--- config.mk ---
export PLATFORM = sky130hd
export DESIGN_NAME = nibble_serial_add_ctrl
export DESIGN_NICKNAME = d
export VERILOG_FILES = /design/src/rtl/nibble_serial_add_ctrl.sv
export SDC_FILE = /design/constraint.sdc
export NUM_CORES = 1
export LEC_CHECK = 0
export ABC_AREA = 0
export BUFFER_PORTS_ARGS = -buffer_cell sky130_fd_sc_hd__buf_4
export CAP_MARGIN = 40
export CORE_UTILIZATION = 30
export CTS_CLUSTER_SIZE = 12
export DETAILED_ROUTE_END_ITERATION = 8
export SETUP_SLACK_MARGIN = 0.2
export SYNTH_ARGS = -nofsm -noshare
export SYNTH_HDL_FRONTEND = slang
export SYNTH_SLANG_ARGS = --single-unit
--- constraint.sdc ---
create_clock -name clk -period 3.1 [get_ports clk]
set_clock_uncertainty 0.2 [all_clocks]
set_input_delay 0.31 -clock clk [delete_from_list [all_inputs] [get_ports clk]]
set_output_delay 0.31 -clock clk [all_outputs]
set_load 0.1 [all_outputs]
--- src/rtl/nibble_serial_add_ctrl.sv ---
// Nibble-serial add/subtract sequencer built around one shared 4-bit ripple slice.
// Ports: clk, rst (sync, active-high); req_valid/req_ready + a, b, cin, sub in;
// res_valid/res_ready + sum, cout, ovf out; busy high while an operation is owned.

module fourbitadder (
   input  logic [3:0] a,
   input  logic [3:0] b,
   input  logic       cin,
   output logic [3:0] sum,
   output logic       cout
);
   logic c;

   always_comb begin
      c = cin;
      sum = '0;
      for (int i = 0; i < 4; i++) begin
         sum[i] = a[i] ^ b[i] ^ c;
         c = (a[i] & b[i]) | (c & (a[i] ^ b[i]));
      end
      cout = c;
   end
endmodule

module nibble_serial_add_ctrl #(
   parameter int NIBBLES = 4
) (
   input  logic                 clk,
   input  logic                 rst,
   input  logic                 req_valid,
   output logic                 req_ready,
   input  logic [4*NIBBLES-1:0] a,
   input  logic [4*NIBBLES-1:0] b,
   input  logic                 cin,
   input  logic                 sub,
   output logic                 res_valid,
   input  logic                 res_ready,
   output logic [4*NIBBLES-1:0] sum,
   output logic                 cout,
   output logic                 ovf,
   output logic                 busy
);
   localparam int W  = 4 * NIBBLES;
   localparam int IW = $clog2(NIBBLES);
   localparam logic [IW-1:0] LAST = IW'(NIBBLES - 1);

   typedef enum logic [1:0] {
      IDLE = 2'd0,
      RUN  = 2'd1,
      DONE = 2'd2
   } state_t;

   state_t        state_q, state_d;
   logic [IW-1:0] idx_q, idx_d;
   logic [W-1:0]  a_q, a_d;
   logic [W-1:0]  b_q, b_d;
   logic [W-1:0]  sum_q, sum_d;
   logic          carry_q, carry_d;
   logic          cout_q, cout_d;
   logic          ovf_q, ovf_d;

   logic [3:0]    sl_a, sl_b, sl_sum;
   logic          sl_co;

   fourbitadder u_slice (
      .a    (sl_a),
      .b    (sl_b),
      .cin  (carry_q),
      .sum  (sl_sum),
      .cout (sl_co)
   );

   always_comb begin
      state_d = state_q;
      idx_d   = idx_q;
      a_d     = a_q;
      b_d     = b_q;
      sum_d   = sum_q;
      carry_d = carry_q;
      cout_d  = cout_q;
      ovf_d   = ovf_q;
      sl_a    = a_q[4*idx_q +: 4];
      sl_b    = b_q[4*idx_q +: 4];

      unique case (state_q)
         IDLE: begin
            if (req_valid) begin
               // B is stored pre-inverted so the slice only ever adds;
               // the +1 of two's complement rides in on the carry.
               a_d     = a;
               b_d     = b ^ {W{sub}};
               carry_d = sub ? 1'b1 : cin;
               idx_d   = '0;
               sum_d   = '0;
               state_d = RUN;
            end
         end
         RUN: begin
            sum_d[4*idx_q +: 4] = sl_sum;
            carry_d = sl_co;
            if (idx_q == LAST) begin
               cout_d  = sl_co;
               ovf_d   = (a_q[W-1] == b_q[W-1]) && (sl_sum[3] != a_q[W-1]);
               state_d = DONE;
            end else begin
               idx_d = idx_q + 1'b1;
            end
         end
         DONE: begin
            if (res_ready) begin
               state_d = IDLE;
            end
         end
         default: state_d = IDLE;
      endcase
   end

   always_ff @(posedge clk) begin
      if (rst) begin
         state_q <= IDLE;
         idx_q   <= '0;
         a_q     <= '0;
         b_q     <= '0;
         sum_q   <= '0;
         carry_q <= 1'b0;
         cout_q  <= 1'b0;
         ovf_q   <= 1'b0;
      end else begin
         state_q <= state_d;
         idx_q   <= idx_d;
         a_q     <= a_d;
         b_q     <= b_d;
         sum_q   <= sum_d;
         carry_q <= carry_d;
         cout_q  <= cout_d;
         ovf_q   <= ovf_d;
      end
   end

   assign req_ready = (state_q == IDLE);
   assign res_valid = (state_q == DONE);
   assign busy      = (state_q != IDLE);
   assign sum       = sum_q;
   assign cout      = cout_q;
   assign ovf       = ovf_q;
endmodule

==> results.sh, run 1 <==
export IMPL_power_static_leakage_nw=1.26
export IMPL_setup_viol=0
export IMPL_synth_area_sq_um=2540
export IMPL_crit_top_cell="inv_2"
export IMPL_place_ws_ps=175
export IMPL_peakVddDrop_v=0.000197
export IMPL_slowest_delay_ps=500
export IMPL_netlist_cell_type_count=37
export IMPL_worst_pin_slew_ps=550
export IMPL_hold_slack_ps=53.1
export IMPL_fillCellCount=829
export IMPL_drv_cap=0
export IMPL_gp_congestion=0.809
export IMPL_drc=0
export IMPL_rows=33
export IMPL_grt_pass1_wl_um=9250
export IMPL_clock_sinks=55
export IMPL_crit_required_ps=3100
export IMPL_cp_num_buf_inv=4
export IMPL_hpwlAfterDp_um=4300
export IMPL_syn_area_per_cell_sq_um=9.79
export IMPL_ys_flop_type="dfxtp_1"
export IMPL_gr_total_overflow=0
export IMPL_numCtsBuffers=5
export IMPL_rsz0062_at_grt="yes"
export IMPL_fin_nets=360
export IMPL_cp_cell_sequence="mux4_2, inv_2, fa_2, inv_2, fa_2, inv_2, fa_2, inv_2, fa_1, nor2b_4, a22o_1"
export IMPL_cts_tree="built"
export IMPL_antenna_cells=0
export IMPL_synth_cells=260
export IMPL_relSlewSlack=0.634
export IMPL_syn_nets=306
export IMPL_die_w_um=94.1
export IMPL_cts_root_buf="clkbuf_8"
export IMPL_clock_path_buffers=2
export IMPL_multiInputGateArea_sq_um=1330
export IMPL_critPathCaptureType="flip-flop"
export IMPL_clkTransAtPathRegs_ps=100
export IMPL_io_buffers=58
export IMPL_fp_dieH_um=94.1
export IMPL_register_area_sq_um=1110
export IMPL_core_area_sq_um=8220
export IMPL_grt_pass1_vias=1903
export IMPL_initial_core_util=0.310
export IMPL_wl_per_cell_um=13.3
export IMPL_crit_fanout=4
export IMPL_grt_use_total=0.133
export IMPL_yosysSeqAreaShare=0.433
export IMPL_cts_max_level=2
export IMPL_synth_edf_count=0
export IMPL_hold_path_class="primary input to flip-flop"
export IMPL_drtPass1Iterations=4
export IMPL_wirelength_um=5580
export IMPL_max_freq_mhz=340
export IMPL_arrival_ps=2930
export IMPL_cp_start_kind="flip-flop"
export IMPL_crit_path_top_delay_cell="mux4_2"
export IMPL_area_growth_pct=25.2
export IMPL_drtAntennaViolNets=0
export IMPL_post_route_util=0.388
export IMPL_drive_gt1_frac=0.317
export IMPL_drt_iter0_drc=61
export IMPL_ys_async_sr_fraction=0
export IMPL_dr_total_vias=1953
export IMPL_via_per_inst=4.65
export IMPL_drv_slew=0
export IMPL_io_pins=59
export IMPL_path_class="flip-flop to flip-flop"
export IMPL_antenna_found_initial=0
export IMPL_cts_hold_buf=0
export IMPL_setup_tns_ps=0
export IMPL_die_area_sq_um=8860
export IMPL_fin_ws_ps=161
export IMPL_status="finished, final reports clean"
export IMPL_period_share=0.948
export IMPL_grt_max_degree=51
export IMPL_ys_warn_count=0
export IMPL_crit_family="adder cells"
export IMPL_p_per_area_nw_per_um2=459
export IMPL_clk_latency_ps=300
export IMPL_ys_ff_latch=55
export IMPL_min_period_ps=2940
export IMPL_finalHoldViolCount=0
==> layout make-up <==
cell class                      instances  share of cell area
Clock buffer                            6              0.0228
Clock inverter                          2             0.00432
Inverter                               14              0.0165
Multi-Input combinational cell        174               0.416
Sequential cell                        55               0.347
Tap cell                              105              0.0412
Timing Repair Buffer                   64               0.152
==> report_power, final <==
group	internal, W	switching (W)
Clock	0.000160	0.000227
Combinational	0.000136	0.000166
Sequential	0.000745	0.0000277
Total	0.00104	0.000421
==> registers in the layout, indices dropped and copies added, names as in the netlist <==
name     flops
idx_q        2
carry_q      1
sum         16
ovf          1
b_q         16
a_q         16
cout         1
state_q      2
==> per-layer routing <==
layer	global-route usage	routed length, um
met4	0.0192	26
met2	0.228	2700
met3	0.0316	243
met1	0.172	2610
met5	0	0
==> synth_stat cells (2+ instances only) <==
cell,n,share of area
nand2_1,35,0.052
clkbuf_1,5,0.0074
ha_1,4,0.020
buf_1,2,0.0030
mux4_2,8,0.071
xnor2_1,16,0.055
nor2_1,23,0.034
fa_1,4,0.031
buf_2,5,0.0098
a22o_1,16,0.055
a21oi_1,23,0.045
nand3b_1,2,0.0059
dfxtp_1,55,0.43
nand2b_1,3,0.0074
mux2_2,4,0.018
a211oi_1,16,0.047
nor2b_1,3,0.0074
buf_4,4,0.012
inv_1,14,0.021
==> cells by family after synthesis <==
kind of cell | after synthesis | synth area share
xor gates and xnor gates | 16 | 0.0551
DFF | 55 | 0.433
AOI/OAI and AO/OA | 61 | 0.167
and+or+nand+nor | 76 | 0.145
muxes | 13 | 0.0924
buffers and inverters | 31 | 0.0570
adders and majority gates | 8 | 0.0511
==> layout by cell type (no fill, tap or decap), types with 2 or more instances in the layout <==
master    synthesis  final
a21oi_1          23     23
buf_4             4     63
fa_2              0      3
inv_1            14      9
dfxtp_1          55     53
a22o_1           16     16
nor2_1           23     23
nand2b_1          3      3
xnor2_1          16     16
nand3b_1          2      2
a211oi_1         16     16
ha_1              4      4
inv_2             0      5
nand2_1          35     35
clkbuf_8          0      5
mux4_2            8      8
nor2b_1           3      2
mux2_2            4      4
==> worst reg2reg max path: cells and delay by family (launching register included) <==
| family | cells | cell delay, ps |
|---|---|---|
| adders and majority gates | 4 | 1180 |
| AOI/OAI and AO/OA | 1 | 220 |
| muxes | 1 | 500 |
| and+or+nand+nor | 1 | 160 |
| DFF | 1 | 360 |
| buffers and inverters | 4 | 230 |
==> worst paths after layout <==
| check | startpoint | endpoint | slack, ps | cells after the start |
|---|---|---|---|---|
| hold / removal | a[9] | a_q[9]$_SDFFE_PP0P_ | 50 | 3 |
| hold reg to reg | a_q[4]$_SDFFE_PP0P_ | a_q[4]$_SDFFE_PP0P_ | 260 | 2 |
| setup reg to reg | idx_q[1]$_SDFFE_PP0P_ | sum[3]$_SDFFE_PP0P_ | 160 | 11 |
| setup / recovery | idx_q[1]$_SDFFE_PP0P_ | sum[3]$_SDFFE_PP0P_ | 160 | 11 |
==> stage by stage <==
step / total power [W] / cells / instance area (sq um)
2_1_floorplan: 0.00100 / 260 / 2570
3_3_place_gp: 0.00109 / 411 / 3080
3_5_place_dp: 0.00109 / 411 / 3080
4_1_cts: 0.00147 / 420 / 3180
5_1_grt: 0.00154 / 420 / 3190
6_report: 0.00146 / 420 / 3190
==> timing repair <==
item	CTS	global route
setup endpoints to repair	5	5
setup buffers	1	0
resized for setup	6	3
pin swaps	1	1
No activity file was read; power rests on OpenSTA's default activity.
==> run 2: changes to the inputs <==
--- a/config.mk
+++ b/config.mk
@@ -11,7 +11,8 @@
 export CORE_UTILIZATION = 30
 export CTS_CLUSTER_SIZE = 12
 export DETAILED_ROUTE_END_ITERATION = 8
-export SETUP_SLACK_MARGIN = 0.2
+export GPL_TIMING_DRIVEN = 0
+export SETUP_SLACK_MARGIN = 0.15
 export SYNTH_ARGS = -nofsm -noshare
 export SYNTH_HDL_FRONTEND = slang
 export SYNTH_SLANG_ARGS = --single-unit
==> run 2 against run 1 <==
  * Sequential power is 0.8% lower
  * Cell count up 4.5%
  * Worst setup slack lost 150 ps
  * Total power grew 3.9%
==> results.sh, run 2 (synthesis gave the netlist of run 1 again) <==
export IMPL_status="finished, final reports clean"
export IMPL_area_growth_pct=30.8
export IMPL_hold_slack_ps=33.7
export IMPL_numCtsBuffers=5
export IMPL_drt_iter0_drc=62
export IMPL_die_area_sq_um=8860
export IMPL_grt_use_total=0.154
export IMPL_p_seq_frac=0.505
export IMPL_wl_per_cell_um=14.4
export IMPL_fin_nets=379
export IMPL_die_w_um=94.1
export IMPL_clock_sinks=55
export IMPL_clk_latency_ps=310
export IMPL_antenna_cells=0
export IMPL_grt_pass1_vias=2116
export IMPL_clock_path_buffers=2
export IMPL_peakVddDrop_v=0.000178
export IMPL_p_per_area_nw_per_um2=456
export IMPL_drtPass1Iterations=4
export IMPL_grt_max_degree=19
export IMPL_rrSetupSlack_ps=9
export IMPL_drtAntennaViolNets=0
export IMPL_intPower_w=0.00106
export IMPL_drc=0
export IMPL_crit_fanout=3
export IMPL_clockPowerShare=0.270
export IMPL_most_common_layout_cells="69 x buf_4, 53 x dfxtp_1, 35 x nand2_1, 23 x a21oi_1, 22 x nor2_1"
export IMPL_final_cells=439
export IMPL_critPathCaptureType="flip-flop"
export IMPL_final_common_cell="buf_4"
export IMPL_hpwlAfterDp_um=4580
export IMPL_fp_dieH_um=94.1
export IMPL_antenna_found_initial=0
export IMPL_worst_pin_slew_ps=563
export IMPL_crit_required_ps=3130
export IMPL_post_route_util=0.405
export IMPL_io_buffers=57
export IMPL_setup_viol=0
export IMPL_gp_congestion=0.751
export IMPL_multiInputGateArea_sq_um=1330
export IMPL_finalHoldViolCount=0
export IMPL_relSlewSlack=0.625
export IMPL_rows=33
export IMPL_period_share=0.997
export IMPL_max_freq_mhz=324
export IMPL_clkTransAtPathRegs_ps=100
export IMPL_register_area_sq_um=1110
export IMPL_hold_path_class="primary input to flip-flop"
export IMPL_dp_cells=422
export IMPL_initial_core_util=0.310
export IMPL_fillCellCount=840
export IMPL_p_switching_w=0.000456
export IMPL_cts_max_level=2
export IMPL_cts_tree="built"
export IMPL_dr_total_vias=2081
export IMPL_arrival_ps=3120
export IMPL_setup_tns_ps=0
export IMPL_cp_start_kind="flip-flop"
export IMPL_path_class="flip-flop to flip-flop"
export IMPL_core_area_sq_um=8220
export IMPL_min_period_ps=3090
export IMPL_wirelength_um=6300
export IMPL_drv_cap=0
export IMPL_switching_share=0.300
export IMPL_io_pins=59
export IMPL_gr_total_overflow=0
export IMPL_cts_root_buf="clkbuf_8"
export IMPL_rsz0062_at_grt="yes"
export IMPL_power_static_leakage_nw=1.33
export IMPL_grt_pass1_wl_um=10400
export IMPL_drv_slew=0
export IMPL_drive_gt1_frac=0.344
export IMPL_via_per_inst=4.74
export IMPL_combPwrFrac=0.225
==> run 2: cell types whose count changed in the layout (fill, tap and decap cells not counted), moves of 2 or more <==
cell and change:
buf_1 +2, clkbuf_1 +3, buf_4 +6, buf_2 +5
==> run 2: per-layer routing <==
metal / track usage / vias up / routed length [um]
li1: - / 1047 / -
met1: 0.184 / 966 / 2800
met2: 0.266 / 53 / 3030
met3: 0.0356 / 15 / 301
met4: 0.0603 / 0 / 166
met5: 0 / - / 0
==> run 2: area by class of cell <==
class,count,share of cell area
Multi-Input combinational cell,174,0.398
Tap cell,105,0.0395
Clock buffer,5,0.0207
Clock inverter,3,0.00714
Sequential cell,55,0.332
Inverter,14,0.0158
Buffer,17,0.0380
Timing Repair Buffer,66,0.149
==> run 2: power by group through the flow <==
| stage | Clock [W] | Combinational [W] | Sequential (W) |
|---|---|---|---|
| after floorplan | 0 | 0.000204 | 0.000799 |
| after global placement | 0 | 0.000317 | 0.000784 |
| after detailed placement | 0 | 0.000321 | 0.000786 |
| after CTS | 0.000420 | 0.000340 | 0.000767 |
| after global routing | 0.000444 | 0.000374 | 0.000772 |
| final | 0.000411 | 0.000342 | 0.000767 |
==> run 2: critical path, stage by stage, from the launching register on <==
cell,delay [ps]
dfxtp_2,360
clkbuf_16,130
mux4_2,510
inv_2,80
fa_2,190
inv_2,40
fa_2,330
inv_2,60
fa_2,180
inv_2,40
fa_2,440
nand3b_1,190
a221oi_2,240
==> run 2: worst paths after layout <==
check                               to                   from  cells after the start
setup / recovery      ovf$_SDFFE_PP0P_  idx_q[1]$_SDFFE_PP0P_                     12
hold / removal    a_q[11]$_SDFFE_PP0P_                  a[11]                      3
setup reg to reg      ovf$_SDFFE_PP0P_  idx_q[1]$_SDFFE_PP0P_                     12
hold reg to reg    a_q[9]$_SDFFE_PP0P_    a_q[9]$_SDFFE_PP0P_                      2
==> run 2: through the flow <==
step	total power, W	area (sq um)	worst slack (ps)
2_1_floorplan	0.00100	2570	125
3_5_place_dp	0.00111	3130	-91.9
6_report	0.00152	3330	9.25
5_1_grt	0.00159	3330	-114
4_1_cts	0.00153	3320	-19.0
3_3_place_gp	0.00110	3130	-46.6
==> run 2: repair_timing <==
action,in CTS,in global routing
hold buffers,0,0
gates resized for setup,8,3
setup buffers,9,0
pin swaps,1,3
endpoints found under the setup margin,9,11
